==> src/rtl/keypad_scan.sv <==
// -----------------------------------------------------------------------------
// keypad_scan
//
// Scans a 4x4 matrix keypad one column at a time, debounces key presses and
// releases, and shifts each accepted key's hex value into a 4-digit number.
//
// Parameters
//   SCAN_DIV     : cycles each column is driven before its rows are sampled (>= 4)
//   DEBOUNCE_CNT : consecutive stable cycles to accept a press or a release (>= 2)
//   REPEAT_CNT   : cycles between auto-repeat events (auto-repeat builds only, >= 2)
//
// Ports
//   clk       in   1  clock, rising edge
//   rst_n     in   1  asynchronous active-low reset
//   row       in   4  keypad rows, active-low, asynchronous to clk
//   col       out  4  keypad columns, active-low, exactly one bit low
//   clear     in   1  synchronous clear of number (wins over a same-edge event)
//   number    out 16  entered hex digits, newest in [3:0]
//   key_code  out  4  hex value of the last accepted key
//   key_valid out  1  one-cycle pulse per accepted key event
//
// Build option
//   KEYPAD_AUTOREPEAT_EN : when defined, a held key produces a further event
//                          every REPEAT_CNT cycles. When undefined, exactly one
//                          event per press and no repeat logic exists.
// -----------------------------------------------------------------------------
module keypad_scan #(
   parameter int SCAN_DIV     = 50000,
   parameter int DEBOUNCE_CNT = 1000000,
   parameter int REPEAT_CNT   = 50000000
) (
   input  logic        clk,
   input  logic        rst_n,
   input  logic [3:0]  row,
   output logic [3:0]  col,
   input  logic        clear,
   output logic [15:0] number,
   output logic [3:0]  key_code,
   output logic        key_valid
);

   localparam logic [1:0] SCAN     = 2'd0;
   localparam logic [1:0] DEBOUNCE = 2'd1;
   localparam logic [1:0] HELD     = 2'd2;

   // Counters only ever count up to their terminal value, so N-1 must fit.
   localparam int SW = ($clog2(SCAN_DIV) > 0) ? $clog2(SCAN_DIV) : 1;
   localparam int DW = ($clog2(DEBOUNCE_CNT) > 0) ? $clog2(DEBOUNCE_CNT) : 1;
   localparam logic [SW-1:0] SCAN_LAST = SW'(SCAN_DIV - 1);
   localparam logic [DW-1:0] DEB_LAST  = DW'(DEBOUNCE_CNT - 1);

   // ---------------------------------------------------------------------------
   // Row synchronizer; every decision below looks at row_s only.
   // Reset value is "no key" so nothing is seen while reset is released.
   // ---------------------------------------------------------------------------
   logic [3:0] row_m, row_s;

   always_ff @(posedge clk or negedge rst_n) begin
      if (!rst_n) begin
         row_m <= 4'hF;
         row_s <= 4'hF;
      end else begin
         row_m <= row;
         row_s <= row_m;
      end
   end

   // Exactly one low row bit is a valid single key; anything else (no key or
   // several keys in the same column) is treated as no key.
   logic       one_low;
   logic [1:0] low_idx;

   always_comb begin
      one_low = 1'b1;
      low_idx = 2'd0;
      case (row_s)
         4'b1110: low_idx = 2'd0;
         4'b1101: low_idx = 2'd1;
         4'b1011: low_idx = 2'd2;
         4'b0111: low_idx = 2'd3;
         default: one_low = 1'b0;
      endcase
   end

   // Physical key layout, indexed by {row index, column index}.
   function automatic logic [3:0] key_map(input logic [1:0] r, input logic [1:0] c);
      logic [3:0] k;
      case ({r, c})
         4'h0: k = 4'h1;
         4'h1: k = 4'h2;
         4'h2: k = 4'h3;
         4'h3: k = 4'hA;
         4'h4: k = 4'h4;
         4'h5: k = 4'h5;
         4'h6: k = 4'h6;
         4'h7: k = 4'hB;
         4'h8: k = 4'h7;
         4'h9: k = 4'h8;
         4'hA: k = 4'h9;
         4'hB: k = 4'hC;
         4'hC: k = 4'h0;
         4'hD: k = 4'hF;
         4'hE: k = 4'hE;
         default: k = 4'hD;
      endcase
      return k;
   endfunction

   // ---------------------------------------------------------------------------
   // Scan / debounce FSM
   // ---------------------------------------------------------------------------
   logic [1:0]    state, state_d;
   logic [1:0]    col_idx, col_idx_d;
   logic [1:0]    row_idx, row_idx_d;
   logic [3:0]    row_lat, row_lat_d;
   logic [SW-1:0] scnt, scnt_d;
   logic [DW-1:0] dcnt, dcnt_d;
   logic          accept;
   logic          evt;
   logic [3:0]    cur_code;

   always_comb begin
      state_d   = state;
      col_idx_d = col_idx;
      row_idx_d = row_idx;
      row_lat_d = row_lat;
      scnt_d    = scnt;
      dcnt_d    = dcnt;
      accept    = 1'b0;
      case (state)
         SCAN: begin
            // Sample on the last dwell cycle so the synchronizer has caught
            // up with the newly driven column.
            if (scnt == SCAN_LAST) begin
               scnt_d = '0;
               dcnt_d = '0;
               if (one_low) begin
                  state_d   = DEBOUNCE;
                  row_lat_d = row_s;
                  row_idx_d = low_idx;
               end else begin
                  col_idx_d = col_idx + 2'd1;
               end
            end else begin
               scnt_d = scnt + 1'b1;
            end
         end
         DEBOUNCE: begin
            if (row_s != row_lat) begin
               state_d   = SCAN;
               col_idx_d = col_idx + 2'd1;
               dcnt_d    = '0;
            end else if (dcnt == DEB_LAST) begin
               state_d = HELD;
               dcnt_d  = '0;
               accept  = 1'b1;
            end else begin
               dcnt_d = dcnt + 1'b1;
            end
         end
         HELD: begin
            // Release needs an unbroken run of all-high samples; any low bit
            // restarts it. Column stays frozen until then.
            if (row_s != 4'hF) begin
               dcnt_d = '0;
            end else if (dcnt == DEB_LAST) begin
               state_d   = SCAN;
               col_idx_d = col_idx + 2'd1;
               dcnt_d    = '0;
            end else begin
               dcnt_d = dcnt + 1'b1;
            end
         end
         default: begin
            state_d = SCAN;
            scnt_d  = '0;
            dcnt_d  = '0;
         end
      endcase
   end

   always_ff @(posedge clk or negedge rst_n) begin
      if (!rst_n) begin
         state   <= SCAN;
         col_idx <= 2'd0;
         row_idx <= 2'd0;
         row_lat <= 4'hF;
         scnt    <= '0;
         dcnt    <= '0;
      end else begin
         state   <= state_d;
         col_idx <= col_idx_d;
         row_idx <= row_idx_d;
         row_lat <= row_lat_d;
         scnt    <= scnt_d;
         dcnt    <= dcnt_d;
      end
   end

`ifdef KEYPAD_AUTOREPEAT_EN
   // ---------------------------------------------------------------------------
   // Auto-repeat: while HELD and the latched key is still read, fire a further
   // event every REPEAT_CNT cycles. Leaving HELD (release) discards the count.
   // A repeat needs row_s == row_lat and a release needs row_s == F, so the two
   // can never land on the same edge.
   // ---------------------------------------------------------------------------
   localparam int RW = ($clog2(REPEAT_CNT) > 0) ? $clog2(REPEAT_CNT) : 1;
   localparam logic [RW-1:0] RPT_LAST = RW'(REPEAT_CNT - 1);

   logic [RW-1:0] rcnt;
   logic          rpt_evt;

   assign rpt_evt = (state == HELD) && (row_s == row_lat) && (rcnt == RPT_LAST);

   always_ff @(posedge clk or negedge rst_n) begin
      if (!rst_n)
         rcnt <= '0;
      else if (state != HELD || rpt_evt)
         rcnt <= '0;
      else if (row_s == row_lat)
         rcnt <= rcnt + 1'b1;
   end

   assign evt = accept | rpt_evt;
`else
   assign evt = accept;
`endif

   // ---------------------------------------------------------------------------
   // Outputs
   // ---------------------------------------------------------------------------
   assign cur_code = key_map(row_idx, col_idx);

   always_ff @(posedge clk or negedge rst_n) begin
      if (!rst_n) begin
         number    <= 16'h0000;
         key_code  <= 4'h0;
         key_valid <= 1'b0;
      end else begin
         key_valid <= evt;
         if (evt)
            key_code <= cur_code;
         // clear wins over a same-edge event for number only
         if (clear)
            number <= 16'h0000;
         else if (evt)
            number <= {number[11:0], cur_code};
      end
   end

   always_comb begin
      case (col_idx)
         2'd0:    col = 4'b1110;
         2'd1:    col = 4'b1101;
         2'd2:    col = 4'b1011;
         default: col = 4'b0111;
      endcase
   end

endmodule

==> config.mk <==
export PLATFORM = sky130hd
export DESIGN_NAME = keypad_scan
export DESIGN_NICKNAME = d
export VERILOG_FILES = /design/src/rtl/keypad_scan.sv
export SDC_FILE = /design/constraint.sdc
export NUM_CORES = 1
export LEC_CHECK = 0
export CORE_AREA = 2 2 85 87
export DETAILED_ROUTE_END_ITERATION = 10
export DIE_AREA = 0 0 87 89
export PLACE_DENSITY = 0.77
export SLEW_MARGIN = 0
export SYNTH_ARGS = -nofsm -noshare
export SYNTH_HDL_FRONTEND = slang
export SYNTH_SLANG_ARGS = --single-unit
==> constraint.sdc <==
create_clock -name clk -period 2.95 [get_ports clk]
set_clock_uncertainty 0.1 [all_clocks]
set_input_delay 0.885 -clock clk [delete_from_list [all_inputs] [get_ports clk]]
set_output_delay 0.885 -clock clk [all_outputs]
set_load 0.03 [all_outputs]
# ---- Word level (Yosys, flattened, before mapping)
# Memories as Yosys holds them, arrays and structs flattened.
# Index checks and enable logic that the tools add are counted.
dict set report totals {
  regBits 75
  latchBits 0
  ramBits 0
  rom_bits 64
  output_inout_bits 25
  elab_cells 71
  memories 1
}
# name depth word_bits read_ports rd_ports_with_merged_regs wr line_no
set mem_list {}
lappend mem_list {{(name not given)} 16 4 1 0 0 88} ;# case ({r, c})
dict set report classes {
  addsub 3
  n_mul 0
  div 0
  order_cmp 0
  eq_ne 19
  shift 0
  mux 28
  bitwise 0
  n_reduce_logical 9
}
# operator count
set ops {}
lappend ops {{20-bit two-way mux} 4}
lappend ops {{20-bit case mux with 3 select lines} 1}
lappend ops {{16-bit two-way mux} 3}
lappend ops {{16-bit case mux with 2 select lines} 1}
lappend ops {{2-bit two-way mux} 11}
lappend ops {{20-bit by 1-bit adder with 20-bit output, second input constant} 1}
lappend ops {{20-bit equality test, second input constant} 1}
lappend ops {{2-bit case mux with 3 select lines} 3}
lappend ops {{16-bit by 1-bit adder with 16-bit output, second input constant} 1}
lappend ops {{16-bit equality test, second input constant} 1}
lappend ops {{4-bit equality test, second input constant} 3}
lappend ops {{2-bit != test, second input constant} 6}
lappend ops {{4-bit case mux with 3 select lines} 1}
lappend ops {{6-bit AND reduction} 1}
lappend ops {{5-bit AND reduction} 1}
lappend ops {{2-bit by 1-bit equality test with 1-bit output, second input constant} 2}
lappend ops {{2-bit equality test, second input constant} 2}
lappend ops {{4-bit by 3-bit equality test with 1-bit output, second input constant} 1}
lappend ops {{2-bit logical NOT} 2}
lappend ops {{1-bit two-way mux} 4}
lappend ops {{4-bit != test} 1}
lappend ops {{4-bit != test, second input constant} 1}
lappend ops {{4-bit OR reduction} 1}
lappend ops {{3-bit != test, second input constant} 1}
lappend ops {{other kinds (5)} 5}

# ---- Depth between registers and ports, before layout
# Gate-level depths: netlist of the first run.
dict set report logic_depth {
  depth_word 6
  depth_mapped 8
  ltp_nobuf 7
}

# ---- Worst setup path after synthesis of the first run
# No wires, ideal clock.
dict set report synth_timing {
  path_kind {reg-to-reg}
  start {register row_s[3]}
  end {register number[10]}
  setup_ns 0.136
  arrival_ns 2.102
  slack_ns 0.611
  stages_incl_launch_ff 9
  synth_period_minus_slack_ns 2.339
  cell_sequence {dfstp_2 -> clkbuf_1 -> xnor2_1 -> nand3_1 -> or4_1 -> clkbuf_1 -> clkbuf_1 -> nand2_1 -> a21oi_1}
}
dict set report synth_via {
  elab_chain_cells 4
}
# element line_no
set synth_rtl {}
lappend synth_rtl {{from (decl)} 56} ;# logic [3:0] row_m, row_s;
lappend synth_rtl {{from (signal assigned)} 64} ;# row_s <= row_m;
lappend synth_rtl {{4-bit != test} 149} ;# if (row_s != row_lat) begin
lappend synth_rtl {{1-bit two-way mux} 149}
lappend synth_rtl {{1-bit two-way mux} 130} ;# case (state)
lappend synth_rtl {{2-bit nonzero test (no line)} n/a}
lappend synth_rtl {{to (signal assigned)} 247} ;# number <= {number[11:0], cur_code};
lappend synth_rtl {{to (decl)} 37} ;# output logic [15:0] number,
# No other way between the ends.
# A chain may end at the register's enable or synchronous reset.

# ---- Final worst setup path of the first run
dict set report layout_timing {
  start {register col_idx[0]}
  end {output port col[2]}
}
dict set report layout_via {
  elab_chain_cells 2
  word_cells_on_any_way 4
  cone_classes {eq/ne (2); mux (1); reduce/logical (1)}
}
# element line_no
set layout_rtl {}
lappend layout_rtl {{from (decl)} 113} ;# logic [1:0] col_idx, col_idx_d;
lappend layout_rtl {{from (signal assigned)} 192} ;# col_idx <= col_idx_d;
lappend layout_rtl {{2-bit equality test, or another cell as far along} 252} ;# case (col_idx)
lappend layout_rtl {{4-bit case mux with 3 select lines (*)} 252}
lappend layout_rtl {{to (decl)} 35} ;# output logic [3:0] col,
# Mark *: on every way between the ends. The rest lies on a longest branch, timed or not.

==> results.py, run 1 <==
metrics = {
    "status": {
        "outcome": "finished clean",
    },
    "logic_synthesis": {
        "ys_seq_area_share_pct": 49.69,
        "yosys.area.top_type": "dfrtp_1",
        "avgSynthCellArea_um2": 9.713,
        "netlist_top_cells_area": "dfrtp_1 (41%), dfstp_2 (8.3%), nand2_1 (5.5%)",
        "synthArstFlopShare_pct": 100.0,
        "yosysWarnings": 0,
        "synth_cell_types": 55,
        "synth_most_common_cell": "dfrtp_1",
        "synth_common_cells": "dfrtp_1 (63), nand2_1 (56), nor2_1 (34)",
        "syn_inst": 392,
        "synth_top_area_share_pct": 41.41,
        "synth_seq_cells": 75,
        "netlist_area_um2": 3807,
        "synthesis.nets": 410,
        "synth_top_flop_cell": "dfrtp_1",
        "synth_edf_count": 0,
    },
    "setup_path": {
        "startpoint_type": "register",
        "cp_common_cell": "inv_1",
        "path_max_fanout": 5,
        "crit_buf_inv": 3,
        "slowest_stage": "clkdlybuf4s50_1",
        "crit_required_ps": 1970,
        "crit_chain": "inv_1 -> ha_1 -> inv_1 -> clkdlybuf4s50_1",
        "r2r_slack_ps": 440,
        "crit_cells": 4,
        "crit_family": "buffers and inverters",
        "critPathMaxStageDelay_ps": 660,
        "r2r_start": "scnt[0]$_DFFE_PN0N_",
        "r2r_cells": 7,
        "worstPathArrival_ps": 1850,
        "r2r-end": "dcnt[11]$_DFFE_PN0N_",
        "crit_type": "reg2out",
        "end_kind": "output pin",
    },
    "cts": {
        "cts_buffer_depth": 2,
        "postCtsSetupBuffers": 0,
        "clock-root-buffer": "clkbuf_8",
        "cts_tree": "done",
        "post_cts_resized": 0,
        "htree_levels": 3,
        "cts_buffers": 9,
        "clk_latency_ps": 350,
        "path_clk_slew_ps": 80,
        "ctsHoldBuffers": 0,
        "clock_sink_count": 75,
    },
    "grt": {
        "grt-ovfl-total": 0,
        "grt_pass1_vias": 2806,
        "antenna_found_initial": 0,
        "grt_usage_pct": 21.19,
        "grt_max_degree": 49,
        "grt_pass1_wl_mm": 12.85,
    },
    "sta": {
        "maxSlewViolCount": 0,
        "hold_violations": 0,
        "fmax_mhz": 352.5,
        "period_share_pct": 96.15,
        "tightest_slew_ps": 659.5,
        "final.setup.worst_slack_ps": 113.4,
        "tns_ps": 0,
        "min_period_ps": 2837,
        "rsz0062_at_grt": "false",
        "max_slew_margin_pct": 55.84,
        "final-setup-viol-count": 0,
    },
    "detailed_routing": {
        "drt_first_iter_violations": 176,
        "drtAntennaViolNets": 0,
        "vias": 2989,
        "drc": 0,
        "routedWlPerCell_um": 14.58,
        "vias_per_cell": 5.861,
        "dr.pass1.iters": 4,
        "routed_wl_mm": 7.437,
    },
    "die": {
        "core_um2": 6719,
        "die_w_um": 87,
        "row_count": 30,
        "start_util_pct": 56.67,
        "die_area_um2": 7743,
        "die_h_um": 89,
        "io_pins": 32,
    },
    "cells_and_area": {
        "finalNetCount": 443,
        "design_area_um2": 4420,
        "diodes": 0,
        "drive_gt1_share_pct": 11.63,
        "syn_to_final_growth_pct": 16.10,
    },
    "flow_run": {
        "drv_cap": 0,
    },
    "power_and_ir_drop": {
        "p_per_area_nw_per_um2": 429.8,
        "p_leak_nw": 1.864,
        "irDropWorstVdd_mv": 0.2628,
    },
    "hold_path": {
        "whs_path_depth": 0,
        "min_to": "row_s[2]$_DFF_PN1_",
        "hold_start": "row_m[2]$_DFF_PN1_",
        "min_path_type": "reg2reg",
    },
    "placement": {
        "gp_congestion": 0.8271,
        "pre_cts_slack_ps": 447.5,
        "port-buffer-count": 31,
        "post_dp_cell_area_um2": 4208,
        "dp.final_hpwl_mm": 5.364,
    },
}
[layout make-up]
cell class                      instances  area (um^2)
Clock inverter                          5        38.79
Clock buffer                           11        173.9
Fill cell                             549         2298
Inverter                               15        56.30
Sequential cell                        75         1892
Tap cell                               80        100.1
Timing Repair Buffer                   40        372.9
Multi-Input combinational cell        284         1787
[cell families after synthesis]
| group | count (synthesis) | share of synthesized area (%) |
|---|---|---|
| xor+xnor | 30 | 6.901 |
| flops | 75 | 49.69 |
| simple gates | 176 | 23.79 |
| fa+ha+maj | 11 | 3.615 |
| compound gates | 59 | 10.35 |
| buf+inv | 33 | 3.384 |
| mux | 8 | 2.267 |
[flip-flops by register name, indices dropped and copies added (netlist names)]
| name | cells |
|---|---|
| key_code | 4 |
| row_idx | 2 |
| scnt | 16 |
| row_s | 4 |
| dcnt | 20 |
| state | 2 |
| key_valid | 1 |
| col_idx | 2 |
| row_m | 4 |
| row_lat | 4 |
| number | 16 |
[routing by layer]
metal	wire length [um]	global-route usage, %	vias up
li1	-	-	1441
met1	3331	27.58	1452
met2	3639	34.49	83
met3	341	3.786	13
met4	125	10.37	0
met5	0	0	-
[through the flow]
step	power, mW	cells	hold slack [ps]	util [%]
after floorplan	1.077	392	245.2	-
after global placement	1.107	494	245.8	62.63
after detailed placement	1.108	494	246.8	62.63
after CTS	1.922	510	259.2	65.79
after global routing	1.976	510	262.4	65.79
final	1.900	510	258.4	65.79
[worst max path at each step]
| stage | from | endpoint | slack, ps |
|---|---|---|---|
| final | col_idx[0]$_DFFE_PN0P_ | col[2] | 110 |
| after global routing | col_idx[0]$_DFFE_PN0P_ | col[0] | 10 |
| after CTS | col_idx[0]$_DFFE_PN0P_ | col[2] | 80 |
| after detailed placement | scnt[0]$_DFFE_PN0N_ | dcnt[11]$_DFFE_PN0N_ | 450 |
| after global placement | col_idx[0]$_DFFE_PN0P_ | col[0] | 540 |
| after floorplan | row_s[3]$_DFF_PN1_ | number[10]$_DFFE_PN0P_ | 610 |
[report_power, final]
part	internal (mW)	switching, mW	total, mW
sequential	1.04	0.00700	1.04
clock	0.414	0.400	0.814
combinational	0.0136	0.0280	0.0416
total	1.46	0.435	1.90
[placed cells by master (no fill, tap or decap), types with 7 or more instances in the layout]
cell type,instances
nand3_1,23
xnor2_1,19
xor2_1,11
nor4_1,7
nand4_1,8
ha_1,11
clkdlybuf4s50_1,30
buf_4,9
dfstp_2,12
inv_1,15
nor2_1,34
nand2_1,56
and3_1,7
a21oi_1,18
dfrtp_1,63
nor3_1,11
clkbuf_8,9
Power figures use the tool's default switching activity.
==> run 2: changes to the inputs <==
Settings changed: CORE_AREA 2 2 85 87 to 2 2 77 94, DIE_AREA 0 0 87 89 to 0 0 79 96, PLACE_DENSITY 0.77 to 0.79.
==> results.py, run 2 (synthesis results as in run 1) <==
metrics = {
    "die": {
        "die_area_um2": 7584,
        "die_w_um": 79,
        "io_pins": 32,
        "core_um2": 6689,
        "row_count": 33,
        "start_util_pct": 56.92,
        "die_h_um": 96,
    },
    "cells_and_area": {
        "final_cell_mix": "dfrtp_1 (63), nand2_1 (56), nor2_1 (34)",
        "fill_cells": 583,
        "finalNetCount": 442,
        "reg_top3": "dcnt (20), number (16), scnt (16)",
        "largest_reg_flops": 20,
        "syn_to_final_growth_pct": 15.81,
        "layout_commonest_cell": "dfrtp_1",
        "design_area_um2": 4409,
        "layoutNonFillerInstCount": 516,
        "drive_gt1_share_pct": 11.42,
        "top_register": "dcnt",
        "diodes": 0,
    },
    "placement": {
        "port-buffer-count": 31,
        "post_dp_cell_area_um2": 4222,
        "dp.final_hpwl_mm": 5.173,
        "dp.cells": 500,
        "pre_cts_slack_ps": 475.1,
        "gp_congestion": 0.9044,
    },
    "detailed_routing": {
        "drt_first_iter_violations": 148,
        "dr.pass1.iters": 4,
        "drtAntennaViolNets": 0,
        "vias_per_cell": 5.733,
        "vias": 2958,
        "routedWlPerCell_um": 14.44,
        "routed_wl_mm": 7.452,
        "drc": 0,
    },
    "grt": {
        "grt_pass1_vias": 2894,
        "grt_usage_pct": 22.17,
        "grt_max_degree": 76,
        "antenna_found_initial": 0,
        "grt-ovfl-total": 0,
        "grt_pass1_wl_mm": 13.07,
    },
    "sta": {
        "tightest_slew_ps": 699.1,
        "max_slew_margin_pct": 52.96,
        "min_period_ps": 2850,
        "maxSlewViolCount": 0,
        "hold_violations": 0,
        "final-setup-viol-count": 0,
        "fin_hold_ws_ps": 259.4,
        "final.setup.worst_slack_ps": 100.2,
        "fmax_mhz": 350.9,
        "period_share_pct": 96.60,
    },
    "setup_path": {
        "r2r_start": "scnt[0]$_DFFE_PN0N_",
        "crit_chain": "inv_1 -> ha_1 -> inv_1 -> clkdlybuf4s50_1",
        "path_max_fanout": 5,
        "r2r_cells": 7,
        "critPathMaxStageDelay_ps": 660,
        "r2r_slack_ps": 450,
        "end_kind": "output pin",
        "worstPathArrival_ps": 1860,
        "r2r-end": "dcnt[12]$_DFFE_PN0N_",
        "crit_type": "reg2out",
        "crit_required_ps": 1970,
        "cp_common_cell": "inv_1",
        "startpoint_type": "register",
        "slowest_stage": "clkdlybuf4s50_1",
    },
    "cts": {
        "clk_latency_ps": 370,
        "clock-root-buffer": "clkbuf_8",
        "cts_buffers": 9,
        "htree_levels": 3,
        "path_clk_slew_ps": 90,
        "cts_tree": "done",
        "cts_buffer_depth": 2,
        "clock_sink_count": 75,
    },
    "hold_path": {
        "min_to": "row_s[2]$_DFF_PN1_",
        "whs_path_depth": 0,
        "min_path_type": "reg2reg",
        "hold_start": "row_m[2]$_DFF_PN1_",
    },
    "status": {
        "outcome": "finished clean",
    },
    "power_and_ir_drop": {
        "irDropWorstVdd_mv": 0.3286,
        "p_leak_nw": 1.855,
        "finalPower_mw": 1.857,
        "p_per_area_nw_per_um2": 421.2,
    },
    "flow_run": {
        "drv_cap": 0,
    },
}
==> run 2: cell count changes in the layout (fill, tap and decap cells not counted) <==
cell,before,now
buf_4,9,7
clkinvlp_4,1,0
buf_12,0,1
clkinv_4,1,0
inv_4,0,1
inv_8,0,1
inv_6,2,5
clkinv_2,1,0
clkdlybuf4s50_1,30,29
clkbuf_16,2,0
dlymetal6s2s_1,0,1
==> run 2: what timing repair did <==
| item | in CTS | in global routing |
|---|---|---|
| buffers inserted | 0 | 0 |
| resized for setup | 0 | 1 |
| hold buffers | 0 | 0 |
| setup endpoints to repair | 0 | 1 |
==> run 2: critical path, delay by kind of cell, from the launching register on <==
family / cells / cell delay [ps]
adder cells (fa/ha/maj): 1 / 220
buffers and inverters: 3 / 840
flip-flops: 1 / 440
==> run 2: worst max-delay path by stage <==
stage / from / to / cells past startpoint
after floorplan: row_s[3]$_DFF_PN1_ / number[10]$_DFFE_PN0P_ / 8
after global placement: scnt[11]$_DFFE_PN0N_ / dcnt[11]$_DFFE_PN0N_ / 6
after detailed placement: scnt[0]$_DFFE_PN0N_ / dcnt[9]$_DFFE_PN0N_ / 7
after CTS: col_idx[0]$_DFFE_PN0P_ / col[2] / 4
after global routing: col_idx[0]$_DFFE_PN0P_ / col[0] / 4
final: col_idx[0]$_DFFE_PN0P_ / col[0] / 4
==> run 2: metal layers <==
| layer | vias up | track usage [%] | routed length, um |
|---|---|---|---|
| met2 | 75 | 37.01 | 3660 |
| li1 | 1437 | - | - |
| met4 | 0 | 11.78 | 159 |
| met3 | 18 | 5.441 | 382 |
| met5 | - | 0 | 0 |
| met1 | 1428 | 26.62 | 3249 |
==> run 2: where the power goes <==
part	internal [mW]	switching, mW	total [mW]
Clock	0.326	0.443	0.769
Combinational	0.0146	0.0286	0.0432
Sequential	1.04	0.00673	1.04
==> run 2: final cells by class <==
type | instances | area (um^2) | share of cell area (%)
clock inverters | 7 | 61.31 | 1.390
inverters | 15 | 56.30 | 1.277
repair buffers | 39 | 380.4 | 8.627
multi-input cells | 284 | 1787 | 40.52
flip-flops and latches | 75 | 1892 | 42.91
clock buffers | 9 | 123.9 | 2.809
well taps | 87 | 108.9 | 2.469
==> run 2: stage by stage <==
| step | TNS [ps] | utilization (%) |
|---|---|---|
| after floorplan | 0 | - |
| after global placement | 0 | 63.11 |
| after detailed placement | 0 | 63.11 |
| after CTS | 0 | 65.88 |
| after global routing | -9.133 | 65.92 |
| final | 0 | 65.92 |
